File: config.mk
export PLATFORM = sky130hd
export DESIGN_NAME = copy_cmd_queue
export DESIGN_NICKNAME = d
export VERILOG_FILES = /design/src/rtl/copy_cmd_queue.sv
export SDC_FILE = /design/constraint.sdc
export NUM_CORES = 1
export LEC_CHECK = 0
export BUFFER_PORTS_ARGS = -buffer_cell sky130_fd_sc_hd__buf_4
export CORE_ASPECT_RATIO = 1.2
export CORE_MARGIN = 2
export CORE_UTILIZATION = 57
export DETAILED_ROUTE_END_ITERATION = 10
export MAX_ROUTING_LAYER = met4
export PLACE_DENSITY = 0.79
export SLEW_MARGIN = 20
export SYNTH_ARGS = -nofsm -noshare
export SYNTH_HDL_FRONTEND = slang
export SYNTH_SLANG_ARGS = --single-unit
File: constraint.sdc
create_clock -name CLK -period 2.65 [get_ports CLK]
set_input_delay 0.1325 -clock CLK [delete_from_list [all_inputs] [get_ports CLK]]
set_output_delay 0.1325 -clock CLK [all_outputs]
set_load 0.005 [all_outputs]
File: src/rtl/copy_cmd_queue.sv
`default_nettype none
// ============================================================================
// Module      : copy_cmd_queue
// Description : Descriptor FIFO that issues queued copy requests to the copier
//               one at a time (start pulse, wait for finished, retire).
// Revision    : 1.0 - initial release
// ============================================================================
module copy_cmd_queue #(
  parameter int DEPTH = 4,
  parameter int AW    = 8
) (
  input  logic                     CLK,
  input  logic                     RST,
  input  logic                     req_valid,
  output logic                     req_ready,
  input  logic [AW-1:0]            req_src,
  input  logic [AW-1:0]            req_dst,
  input  logic [AW-1:0]            req_size,
  output logic [AW-1:0]            cp_src_addr,
  output logic [AW-1:0]            cp_dst_addr,
  output logic [AW-1:0]            cp_copy_size,
  output logic                     cp_start,
  input  logic                     cp_finished,
  output logic [$clog2(DEPTH):0]   pending,
  output logic                     busy,
  output logic                     done_pulse,
  output logic [7:0]               done_count
);

  localparam int c_PW = $clog2(DEPTH);

  localparam logic [1:0] c_IDLE   = 2'd0;
  localparam logic [1:0] c_ISSUE  = 2'd1;
  localparam logic [1:0] c_WAIT   = 2'd2;
  localparam logic [1:0] c_RETIRE = 2'd3;

  localparam logic [c_PW:0]   c_FULL    = DEPTH[c_PW:0];
  localparam logic [c_PW:0]   c_CNT_ONE = {{c_PW{1'b0}}, 1'b1};
  localparam logic [c_PW-1:0] c_PTR_ONE = {{(c_PW-1){1'b0}}, 1'b1};

  logic [AW-1:0]   r_mem_src  [DEPTH];
  logic [AW-1:0]   r_mem_dst  [DEPTH];
  logic [AW-1:0]   r_mem_size [DEPTH];
  logic [c_PW-1:0] r_wr_ptr;
  logic [c_PW-1:0] r_rd_ptr;
  logic [c_PW:0]   r_count;
  logic [1:0]      r_state;
  logic [1:0]      w_state_nxt;
  logic [AW-1:0]   r_cp_src;
  logic [AW-1:0]   r_cp_dst;
  logic [AW-1:0]   r_cp_size;
  logic [7:0]      r_done_count;
  logic            w_push;
  logic            w_pop;

  // Ready comes straight from the registered count, so a pop never frees a slot
  // for a push in the same cycle.
  assign req_ready = (r_count != c_FULL);
  assign w_push    = req_valid && req_ready;
  assign w_pop     = (r_state == c_IDLE) && (r_count != '0);

  assign pending      = r_count;
  assign cp_src_addr  = r_cp_src;
  assign cp_dst_addr  = r_cp_dst;
  assign cp_copy_size = r_cp_size;
  assign done_count   = r_done_count;

  always_ff @(posedge CLK) begin
    if (w_push) begin
      r_mem_src[r_wr_ptr]  <= req_src;
      r_mem_dst[r_wr_ptr]  <= req_dst;
      r_mem_size[r_wr_ptr] <= req_size;
    end
  end

  always_ff @(posedge CLK or posedge RST) begin
    if (RST) begin
      r_wr_ptr <= '0;
      r_rd_ptr <= '0;
      r_count  <= '0;
    end else begin
      if (w_push) r_wr_ptr <= r_wr_ptr + c_PTR_ONE;
      if (w_pop)  r_rd_ptr <= r_rd_ptr + c_PTR_ONE;
      case ({w_push, w_pop})
        2'b10:   r_count <= r_count + c_CNT_ONE;
        2'b01:   r_count <= r_count - c_CNT_ONE;
        default: r_count <= r_count;
      endcase
    end
  end

  // Copier operands stay at the last issued descriptor until the next pop.
  always_ff @(posedge CLK or posedge RST) begin
    if (RST) begin
      r_cp_src  <= '0;
      r_cp_dst  <= '0;
      r_cp_size <= '0;
    end else if (w_pop) begin
      r_cp_src  <= r_mem_src[r_rd_ptr];
      r_cp_dst  <= r_mem_dst[r_rd_ptr];
      r_cp_size <= r_mem_size[r_rd_ptr];
    end
  end

  always_ff @(posedge CLK or posedge RST) begin
    if (RST) begin
      r_state      <= c_IDLE;
      r_done_count <= 8'd0;
    end else begin
      r_state <= w_state_nxt;
      if (r_state == c_RETIRE) r_done_count <= r_done_count + 8'd1;
    end
  end

  always_comb begin
    w_state_nxt = r_state;
    case (r_state)
      c_IDLE: begin
        // Zero-length descriptors retire without ever starting the copier.
        if (w_pop) w_state_nxt = (r_mem_size[r_rd_ptr] != '0) ? c_ISSUE : c_RETIRE;
      end
      c_ISSUE:  w_state_nxt = c_WAIT;
      c_WAIT:   if (cp_finished) w_state_nxt = c_RETIRE;
      c_RETIRE: w_state_nxt = c_IDLE;
      default:  w_state_nxt = c_IDLE;
    endcase
  end

  always_comb begin
    cp_start   = 1'b0;
    done_pulse = 1'b0;
    busy       = 1'b1;
    case (r_state)
      c_IDLE:   busy       = 1'b0;
      c_ISSUE:  cp_start   = 1'b1;
      c_RETIRE: done_pulse = 1'b1;
      default:  ;
    endcase
  end

endmodule
`default_nettype wire

==> results.rst, run 1 <==
.. list-table::
   :header-rows: 1

   * - Metric
     - Value
   * - Area fraction of the dominant cell type after synthesis
     - 0.543
   * - Initial DRT Pass Iterations
     - 4
   * - Reg area
     - 3910 um^2
   * - IO buf count
     - 66
   * - Antenna violations before repair
     - 0
   * - Final critical path time including I/O delays and setup
     - approximately 2.2 ns
   * - Top cells by area in the synthesized netlist
     - edfxtp_1, dfrtp_1, mux4_2, nand2_1, ha_1
   * - Die height
     - about 110 um
   * - Arrival time worst endpoint
     - 2.59 ns
   * - RSZ-0062 raised after global routing
     - no
   * - Maximum capacitance violations
     - 0
   * - Starting DRC count in detailed routing
     - 152
   * - Number of instances in the placed design
     - ~500
   * - Final Hold Vio Count
     - 0
   * - Yosys synthesis warning count
     - 0
   * - Mapped cell area
     - 5310 um^2
   * - Core region area
     - 9030 um^2
   * - Share of final-layout standard cells stronger than drive strength 1
     - 0.296
   * - Clock tree from TritonCTS
     - built
   * - Netlist cell types
     - 31
   * - Final-layout setup total negative slack
     - 0 ns
   * - Classification of the worst setup path
     - reg -> reg
   * - Largest net degree at the start of global routing
     - 42
   * - Number of standard cells after synthesis
     - about 310
   * - Normalized max-slew margin
     - 0.402
   * - Antenna-violating nets left
     - 0
   * - Clock slew seen by the registers of the worst setup and hold paths
     - ~0.06 ns
   * - Synth Register Bits
     - ~140
   * - Max Clock Skew
     - around 0.0076 ns
   * - Met2 routing resource usage after global routing
     - 0.364
   * - Final setup violating endpoints
     - 0
   * - Peak Freq
     - around 460 MHz
   * - Vias after detailed routing
     - a little under 3000
   * - Routability congestion estimate
     - ~0.8
   * - Maximum buffer depth of the clock tree
     - 2
   * - Worst skew pair latency
     - 0.51 ns
   * - Number of fillers in the final layout
     - between 500 and 600
   * - Final-report max-slew violation count
     - 0
   * - Count of nets after finishing
     - ~460
   * - Vias in the first global route
     - between 3000 and 4000
   * - Buffer count from post-CTS setup fixing
     - 0
   * - Final clock period utilization by the worst path
     - 0.812
   * - Number of antenna repair diodes
     - 0
   * - Cell area after placement
     - a little under 6000 um^2
   * - Number of standard cells in the layout, taps in and fillers out
     - ~550
   * - Most area-hungry cell type in the Yosys netlist
     - edfxtp_1
   * - Initial core utilization
     - 0.588
   * - Die Span X
     - between 90 and 100 um
   * - Critical Path End Type
     - register
   * - Area growth from synthesis to layout
     - 27.7%
   * - Clock root cell
     - clkbuf_8
   * - Total global-route track usage
     - 0.216
   * - Maximum resistive drop on vdd
     - approximately 0.7 mV
   * - Number of vias per cell
     - around 5.4
   * - Number of clock sinks seen by CTS
     - roughly 140
   * - Multi-input gate area
     - ~1300 um^2
   * - Crit start category
     - register
   * - Worst setup margin
     - 0.499 ns
   * - DRC Markers
     - 0
   * - Global-route wire length before repair
     - 15400 um
   * - Number of buffers created by CTS
     - 17
   * - Worst slack at placement
     - about 0.55 ns
   * - PwrDens
     - 1160 nW/um^2
   * - Sequential area share after synthesis
     - 0.736
   * - Total Power Consumption
     - around 8 mW
   * - Endpoint required time on the critical path
     - around 3.1 ns
   * - DR WL/cell
     - between 15 and 20 um
   * - Leakage Power
     - between 2 and 3 nW
   * - Number of nets in the synthesized netlist
     - 352
   * - M1 GR Usage
     - 0.242
   * - Top-level port count
     - between 60 and 70
   * - HPWL after DPL
     - approximately 5600 um
   * - Total grt overflow
     - 0
   * - Floorplan die area
     - between 10000 and 15000 um^2
   * - CP max FO
     - 6
   * - Final std cell area, no fill
     - 6780 um^2
   * - Routed Wire Length
     - between 9000 and 10000 um
   * - H-tree lvl count
     - 4
   * - Slew of the pin with the lowest slew margin
     - approximately 0.90 ns
   * - GR Util met3
     - 0.0576
   * - Site Rows
     - 38
   * - Highest-utilization routing layer at the global route stage
     - met2
   * - Worst min-delay path class
     - in -> reg
   * - Average instance area after synthesis
     - between 15 and 20 um^2
   * - Outcome
     - complete, no violations
## flip-flops by register name (all words and copies together) (netlist names)
name          flops
done_count        8
r_mem_size       32
r_rd_ptr          2
r_mem_src        32
cp_src_addr       8
r_state           2
pending           3
cp_copy_size      8
cp_dst_addr       8
r_wr_ptr          2
r_mem_dst        32
## cells in the final DEF, fill, tap and decap left out, types with 2 or more instances in the layout
| master | count |
|---|---|
| nand4_1 | 2 |
| mux2_2 | 2 |
| ha_1 | 11 |
| inv_1 | 10 |
| mux4_1 | 4 |
| edfxtp_1 | 96 |
| and3_1 | 4 |
| nand2b_1 | 2 |
| nor2_1 | 4 |
| dlygate4sd3_1 | 25 |
| clkinv_2 | 4 |
| bufinv_16 | 3 |
| nand2_1 | 75 |
| clkinv_1 | 2 |
| clkbuf_16 | 16 |
| nor3_1 | 2 |
| clkbuf_1 | 2 |
| buf_4 | 74 |
| xnor2_1 | 8 |
| xor2_1 | 5 |
| nand3_1 | 4 |
| dfrtp_1 | 40 |
| mux4_2 | 20 |
| clkinvlp_4 | 4 |
## logic make-up after synthesis
kind of cell | synth area share
xor+xnor | 0.0215
simple gates | 0.0778
flops | 0.736
compound gates | 0.00401
fa+ha+maj | 0.0297
mux | 0.111
buf+inv | 0.0198
## worst paths after layout
check | startpoint | endpoint | slack [ns] | cells after the start
setup reg to reg | pending[0]$_DFFE_PP0P_ | pending[2]$_DFFE_PP0P_ | 0.50 | 10
max in group asynchronous | RST | r_rd_ptr[0]$_DFFE_PP0P_ | 1.66 | 3
hold / removal | cp_finished | r_state[1]$_DFFE_PP0P_ | 0.04 | 4
min in group asynchronous | RST | cp_copy_size[3]$_DFFE_PP0P_ | 0.38 | 3
setup / recovery | pending[0]$_DFFE_PP0P_ | pending[2]$_DFFE_PP0P_ | 0.50 | 10
hold reg to reg | cp_src_addr[3]$_DFFE_PP0P_ | cp_src_addr[3]$_DFFE_PP0P_ | 0.47 | 2
## through the flow
stage	util	hold slack (ns)
floorplan	-	0.231
global placement	0.659	0.331
detailed placement	0.659	0.335
CTS	0.750	0.0206
global route	0.750	0.0672
finish	0.750	0.0407
## where the power goes
part,total [mW],internal [mW],switching [mW]
Clock,2.25,1.42,0.831
Combinational,2.31,1.17,1.14
Sequential,3.32,2.94,0.382
## cell type report
cell class	instances	share of cell area
multi-input combinational	152	0.191
clock inverter	13	0.0225
tap	120	0.0221
sequential	137	0.577
inverter	12	0.00664
timing repair buffer	99	0.119
clock buffer	19	0.0622
## repair_timing
action | 4_1_cts | 5_1_grt
hold buffers | 25 | 0
endpoints found under the hold margin | 137 | 0
gates resized for setup | 0 | 0
## cell usage after synthesis
master,number
buf_1,1
nand3_1,4
ha_1,11
inv_1,11
nand4_1,2
fa_1,1
nor3_1,2
and3_1,4
a21oi_1,1
nor2_1,4
buf_2,3
mux2i_1,1
dfrtp_1,41
nand2_1,75
xor2_1,5
edfxtp_1,96
nand2b_1,2
mux4_1,4
clkinv_1,1
nor4b_1,1
and2_1,1
xnor2_1,8
nand4b_1,1
mux2_2,2
buf_4,2
mux4_2,20
nor4_2,1
o32a_1,1
buf_6,1
clkbuf_1,4
a31oi_1,1
## layer usage
metal / routed length (um) / up-vias
met2: 5170 / 92
li1: - / 1353
met4: 166 / 0
met1: 3840 / 1503
met3: 462 / 16
met5: 0 / -
## critical path, cell delays in order (launching register included)
cell	delay, ns
dfrtp_1	0.43
inv_1	0.12
nand3_1	0.20
and2_1	0.27
inv_1	0.07
ha_1	0.17
inv_1	0.06
fa_1	0.37
xor2_1	0.15
nor2_1	0.11
xor2_1	0.14
Power figures use the tool's default switching activity.
==> run 2, diff against run 1 <==
==> constraint.sdc (replaced) <==
create_clock -name CLK -period 2.17 [get_ports CLK]
set_input_delay 0.1085 -clock CLK [delete_from_list [all_inputs] [get_ports CLK]]
set_output_delay 0.1085 -clock CLK [all_outputs]
set_load 0.005 [all_outputs]
==> results.rst, run 2 (synthesized netlist as in run 1, its figures left out) <==
.. list-table::
   :header-rows: 1

   * - Metric
     - Value
   * - DRC Markers
     - 0 (unchanged)
   * - Share of final-layout standard cells stronger than drive strength 1
     - 0.306 (+0.00964)
   * - Worst setup margin
     - 0.146 ns (-0.353 ns)
   * - R2r worst-path depth
     - 10 (unchanged)
   * - Final-layout setup total negative slack
     - 0 ns (unchanged)
   * - Normalized max-slew margin
     - 0.388 (-0.0134)
   * - Core region area
     - 9030 um^2 (unchanged)
   * - Internal
     - 6.93 mW (+25%)
   * - Antenna violations before repair
     - 0 (unchanged)
   * - Share of the core filled with cells
     - 0.760 (+0.00983)
   * - Most common cell after layout, fill and taps aside
     - edfxtp_1
   * - RSZ-0062 raised after global routing
     - no
   * - Switching part of the total
     - 0.294 (-0.00497)
   * - Crit start category
     - register
   * - Largest net degree at the start of global routing
     - 42 (unchanged)
   * - Floorplan die area
     - 10100 um^2 (unchanged)
   * - Worst Hold Margin
     - 0.0280 ns (-0.0127 ns)
   * - Final Hold Vio Count
     - 0 (unchanged)
   * - Number of antenna repair diodes
     - 0 (unchanged)
   * - Slack of the worst reg-to-reg path
     - 0.15 ns (-0.35 ns)
   * - Final std cell area, no fill
     - 6870 um^2 (+1.3%)
   * - Worst slack at placement
     - 0.163 ns (-0.389 ns)
   * - Initial core utilization
     - 0.588 (unchanged)
   * - Number of clock sinks seen by CTS
     - 137 (unchanged)
   * - Portion of total power attributed to the clock network
     - 0.288 (+0.002)
   * - Clock tree from TritonCTS
     - built
   * - Die Span X
     - 92.1 um (unchanged)
   * - Cell area after placement
     - 6000 um^2 (+0.84%)
   * - Routed Wire Length
     - 9920 um (+2.9%)
   * - Area growth from synthesis to layout
     - 29.4%
   * - Starting DRC count in detailed routing
     - 174 (+14%)
   * - Initial DRT Pass Iterations
     - 4 (unchanged)
   * - Final clock period utilization by the worst path
     - 0.933 (+0.121)
   * - Number of buffers created by CTS
     - 17 (unchanged)
   * - Maximum resistive drop on vdd
     - 0.752 mV (+7.8%)
   * - Clock root cell
     - clkbuf_8
   * - Max Clock Skew
     - 0.00680 ns (-0.000810 ns)
   * - Crit Reg-Reg Startpoint
     - pending[0]$_DFFE_PP0P_
   * - Proportion of power drawn by flip-flops and latches
     - 0.405 (-0.016)
   * - CP max FO
     - 5 (-1)
   * - PwrDens
     - 1430 nW/um^2 (+23%)
   * - Final setup violating endpoints
     - 0 (unchanged)
   * - Clock slew seen by the registers of the worst setup and hold paths
     - 0.05 ns (about the same)
   * - Top library cells by usage in the layout, fill and taps aside
     - edfxtp_1, buf_4, nand2_1
   * - Critical Path End Type
     - register
   * - End of the worst hold path
     - r_state[1]$_DFFE_PP0P_
   * - Die height
     - 110 um (unchanged)
   * - Total global-route track usage
     - 0.227 (+0.0111)
   * - Leakage Power
     - 2.82 nW (+2.2%)
   * - Classification of the worst setup path
     - reg -> reg
   * - Capture point of the worst reg-to-reg path
     - pending[2]$_DFFE_PP0P_
   * - IO buf count
     - 66 (unchanged)
   * - Vias after detailed routing
     - 2960 (-0.13%)
   * - Switching power of the nets
     - 2.89 mW (+22%)
   * - Global-route wire length before repair
     - 16100 um (+4.3%)
   * - Antenna-violating nets left
     - 0 (unchanged)
   * - Top-level port count
     - 67 (unchanged)
   * - Maximum capacitance violations
     - 0 (unchanged)
   * - Number of vias per cell
     - 5.30 (-1.2%)
   * - H-tree lvl count
     - 4 (unchanged)
   * - Site Rows
     - 38 (unchanged)
   * - Count of nets after finishing
     - 465 (+1.3%)
   * - Final critical path time including I/O delays and setup
     - 2.02 ns (-0.127 ns)
   * - Endpoint required time on the critical path
     - 2.60 ns (-0.49 ns)
   * - Arrival time worst endpoint
     - 2.46 ns (-0.13 ns)
   * - Outcome
     - complete, no violations
   * - Worst skew pair latency
     - 0.52 ns (about the same)
   * - Worst hold stages
     - 5 (+1)
   * - Regs by FF count
     - r_mem_dst: 32 flops, r_mem_size: 32 flops, r_mem_src: 32 flops
   * - Maximum buffer depth of the clock tree
     - 2 (unchanged)
   * - HPWL after DPL
     - 6010 um (+7.2%)
   * - Startpoint of the worst hold path
     - cp_finished
   * - Worst min-delay path class
     - in -> reg
   * - Vias in the first global route
     - 3221 (+3.7%)
   * - Part of the total power dissipated in combinational logic
     - 0.307 (+0.014)
   * - Total grt overflow
     - 0 (unchanged)
   * - Peak Freq
     - 494 MHz (+6.2%)
   * - Final-report max-slew violation count
     - 0 (unchanged)
   * - DR WL/cell
     - 17.8 um (+1.8%)
   * - Slew of the pin with the lowest slew margin
     - 0.916 ns (+0.0200 ns)
   * - Resized cells post-CTS
     - 0 (unchanged)
   * - Routability congestion estimate
     - 0.753 (-5.4%)
-- run 2: cell type report --
cell class                 instances  area (um^2)
sequential                       137         3910
tap                              120          150
clock inverter                     6         85.1
timing repair buffer             105          866
multi-input combinational        152         1290
inverter                          12         46.3
fill                             507         2170
clock buffer                      26          518
-- run 2: worst max-delay path by stage --
stage,from,to,slack [ns]
6_report,pending[0]$_DFFE_PP0P_,pending[2]$_DFFE_PP0P_,0.15
5_1_grt,pending[0]$_DFFE_PP0P_,pending[2]$_DFFE_PP0P_,0.02
4_1_cts,pending[0]$_DFFE_PP0P_,pending[2]$_DFFE_PP0P_,0.15
3_5_place_dp,pending[0]$_DFFE_PP0P_,pending[2]$_DFFE_PP0P_,0.16
3_3_place_gp,pending[0]$_DFFE_PP0P_,pending[2]$_DFFE_PP0P_,0.23
2_1_floorplan,r_state[0]$_DFFE_PP0P_,pending[2]$_DFFE_PP0P_,0.03
-- run 2: worst max-delay path, cell delays in order (launching register included) --
cell and delay (ns):
dfrtp_1 0.43, inv_1 0.13, nand3_1 0.10, and2_1 0.21, inv_1 0.07, ha_1 0.17
inv_1 0.06, fa_1 0.37, xor2_1 0.15, nor2_1 0.12, xor2_1 0.16
-- run 2: repair_timing --
action | CTS | global route
hold endpoints to repair | 138 | 0
hold buffers | 26 | 0
buffers inserted | 0 | 0
-- run 2: stage by stage --
stage | power (mW) | std cells
after global routing | 10.4 | 558
final | 9.82 | 558
after CTS | 9.92 | 558
after detailed placement | 7.01 | 500
after floorplan | 5.82 | 312
after global placement | 6.86 | 500
-- run 2: power by group through the flow --
stage                     logic, mW  clock network (mW)  registers [mW]
after floorplan                1.89                   0            3.93
after global placement         2.89                   0            3.97
after detailed placement       2.99                   0            4.01
after CTS                      3.06                2.88            3.98
after global routing           3.31                3.01            4.05
final                          3.01                2.83            3.98
-- run 2: layer usage --
layer	routed length (um)	vias up	GRT usage	share of wire
met5	0	-	-	0
met4	123	0	0.0853	0.012
li1	-	1367	-	-
met2	5460	84	0.394	0.55
met1	3910	1498	0.252	0.39
met3	423	11	0.0658	0.043
==> run 3, diff against run 2 <==
==> constraint.sdc (replaced) <==
create_clock -name CLK -period 2.17 [get_ports CLK]
set_input_delay 0.434 -clock CLK [delete_from_list [all_inputs] [get_ports CLK]]
set_output_delay 0.434 -clock CLK [all_outputs]
set_load 0.005 [all_outputs]
==> results.rst, run 3 (synthesized netlist as in run 1, its figures left out) <==
.. list-table::
   :header-rows: 1

   * - Metric
     - Value
   * - Top-level port count
     - 67 (unchanged)
   * - Worst skew pair latency
     - 0.53 ns (about the same)
   * - Worst setup margin
     - 0.158 ns (+0.0117 ns)
   * - Final-report max-slew violation count
     - 0 (unchanged)
   * - Vias in the first global route
     - 3100 (-3.8%)
   * - Most common cell after layout, fill and taps aside
     - edfxtp_1
   * - Worst hold stages
     - 1 (-4)
   * - Multi-input gate area
     - 1300 um^2 (+0.39%)
   * - Vias after detailed routing
     - 2861 (-3.3%)
   * - Clock slew seen by the registers of the worst setup and hold paths
     - 0.06 ns (about the same)
   * - Core region area
     - 9030 um^2 (unchanged)
   * - Final clock period utilization by the worst path
     - 0.927 (-0.00541)
   * - Number of clock sinks seen by CTS
     - 137 (unchanged)
   * - Max Clock Skew
     - 0.00705 ns (+0.000252 ns)
   * - Peak Freq
     - 497 MHz (+0.58%)
   * - Capture point of the worst reg-to-reg path
     - pending[2]$_DFFE_PP0P_
   * - Global-route wire length before repair
     - 16200 um (+0.90%)
   * - Share of the core filled with cells
     - 0.735 (-0.0256)
   * - Buffer count from post-CTS setup fixing
     - 0 (unchanged)
   * - RSZ-0062 raised after global routing
     - no
   * - Routed Wire Length
     - 10200 um (+3.3%)
   * - Clock tree from TritonCTS
     - built
   * - IO buf count
     - 66 (unchanged)
   * - DRC Markers
     - 0 (unchanged)
   * - End of the worst hold path
     - r_mem_src[2][7]$_DFFE_PP_
   * - Number of buffers created by CTS
     - 17 (unchanged)
   * - Total grt overflow
     - 0 (unchanged)
   * - DR WL/cell
     - 19.3 um (+8.6%)
   * - Number of vias per cell
     - 5.39 (+1.6%)
   * - Site Rows
     - 38 (unchanged)
   * - Final critical path time including I/O delays and setup
     - 2.01 ns (-0.0117 ns)
   * - Count of nets after finishing
     - 438 (-5.8%)
   * - Worst min-delay path class
     - in -> reg
   * - Reg area
     - 3910 um^2 (unchanged)
   * - CP max FO
     - 6 (+1)
   * - Starting DRC count in detailed routing
     - 147 (-16%)
   * - Number of antenna repair diodes
     - 0 (unchanged)
   * - Endpoint required time on the critical path
     - 2.62 ns (+0.02 ns)
   * - Maximum resistive drop on vdd
     - 0.847 mV (+13%)
   * - Final setup violating endpoints
     - 0 (unchanged)
   * - Regs by FF count
     - r_mem_dst: 32 flops, r_mem_size: 32 flops, r_mem_src: 32 flops
   * - Worst slack at placement
     - 0.0646 ns (-0.0985 ns)
   * - Number of fillers in the final layout
     - 549 (+8.3%)
   * - HPWL after DPL
     - 5990 um (-0.26%)
   * - Initial DRT Pass Iterations
     - 4 (unchanged)
   * - Largest net degree at the start of global routing
     - 42 (unchanged)
   * - Floorplan die area
     - 10100 um^2 (unchanged)
   * - PwrDens
     - 1530 nW/um^2 (+6.7%)
   * - Initial core utilization
     - 0.588 (unchanged)
   * - Startpoint of the worst hold path
     - req_src[7]
   * - Maximum capacitance violations
     - 0 (unchanged)
   * - Final Hold Vio Count
     - 0 (unchanged)
   * - Slew of the pin with the lowest slew margin
     - 0.933 ns (+0.0163 ns)
   * - Die Span X
     - 92.1 um (unchanged)
   * - Arrival time worst endpoint
     - 2.46 ns (about the same)
   * - Final-layout setup total negative slack
     - 0 ns (unchanged)
   * - Crit Reg-Reg Startpoint
     - pending[1]$_DFFE_PP0P_
   * - Critical Path End Type
     - register
   * - Leakage Power
     - 2.71 nW (-3.7%)
   * - Maximum buffer depth of the clock tree
     - 2 (unchanged)
   * - R2r worst-path depth
     - 10 (unchanged)
   * - Antenna-violating nets left
     - 0 (unchanged)
   * - Share of final-layout standard cells stronger than drive strength 1
     - 0.324 (+0.0177)
   * - Die height
     - 110 um (unchanged)
   * - Area growth from synthesis to layout
     - 25.0%
   * - Total global-route track usage
     - 0.234 (+0.00682)
   * - Top library cells by usage in the layout, fill and taps aside
     - edfxtp_1, buf_4, nand2_1
   * - H-tree lvl count
     - 4 (unchanged)
   * - Antenna violations before repair
     - 0 (unchanged)
   * - Normalized max-slew margin
     - 0.377 (-0.0109)
   * - Routability congestion estimate
     - 0.682 (-9.4%)
   * - Clock root cell
     - clkbuf_8
   * - Classification of the worst setup path
     - reg -> reg
   * - Crit start category
     - register
   * - Slack of the worst reg-to-reg path
     - 0.16 ns (about the same)
   * - Outcome
     - complete, no violations
-- run 3: routing by layer --
layer,track usage,share of wire,up-vias,wire length [um]
met5,-,0,-,0
met4,0.0991,0.017,0,176
met3,0.0699,0.051,18,518
met2,0.406,0.55,74,5650
met1,0.253,0.38,1455,3910
li1,-,-,1314,-
-- run 3: what timing repair did --
action / 4_1_cts / 5_1_grt
endpoints found under the setup margin: 0 / 1
hold buffers: 0 / 0
gates resized for setup: 0 / 2
-- run 3: layout make-up --
class                      instances  share of cell area
clock inverter                    13              0.0339
sequential                       137               0.589
multi-input combinational        152               0.196
clock buffer                      19              0.0635
inverter                          12             0.00698
timing repair buffer              78              0.0882
tap                              120              0.0226
-- run 3: where the power goes --
| group | leakage, nW | total, mW | switching (mW) | internal [mW] |
|---|---|---|---|---|
| sequential | 1.38 | 3.97 | 0.387 | 3.59 |
| clock | 0.307 | 3.14 | 1.05 | 2.09 |
| combinational | 1.02 | 3.01 | 1.56 | 1.45 |
-- run 3: how the worst max path moves through the flow --
stage / to / startpoint / slack, ns / depth (start not counted)
finish: pending[2]$_DFFE_PP0P_ / pending[1]$_DFFE_PP0P_ / 0.16 / 10
global placement: pending[2]$_DFFE_PP0P_ / pending[1]$_DFFE_PP0P_ / 0.18 / 10
CTS: pending[2]$_DFFE_PP0P_ / pending[1]$_DFFE_PP0P_ / 0.04 / 10
floorplan: pending[2]$_DFFE_PP0P_ / r_state[0]$_DFFE_PP0P_ / 0.03 / 12
global route: pending[2]$_DFFE_PP0P_ / pending[1]$_DFFE_PP0P_ / 0.02 / 10
detailed placement: pending[2]$_DFFE_PP0P_ / pending[1]$_DFFE_PP0P_ / 0.06 / 10
-- run 3: per-stage QoR --
| step | power (mW) | hold slack, ns | instances | instance area (um^2) |
|---|---|---|---|---|
| global placement | 6.84 | 0.461 | 499 | 5980 |
| finish | 10.1 | 0.102 | 531 | 6640 |
| CTS | 10.2 | 0.0794 | 531 | 6630 |
| detailed placement | 7.01 | 0.465 | 499 | 5980 |
| global route | 10.7 | 0.0861 | 531 | 6640 |
| floorplan | 5.82 | 0.468 | 312 | 5320 |
-- run 3: worst max-delay path, stage by stage (launching register included) --
cell     delay (ns)
dfrtp_1        0.41
inv_2          0.10
nand3_2        0.11
and2_1         0.22
inv_1          0.07
ha_1           0.17
inv_1          0.06
fa_1           0.38
xor2_1         0.15
nor2_1         0.11
xor2_1         0.15
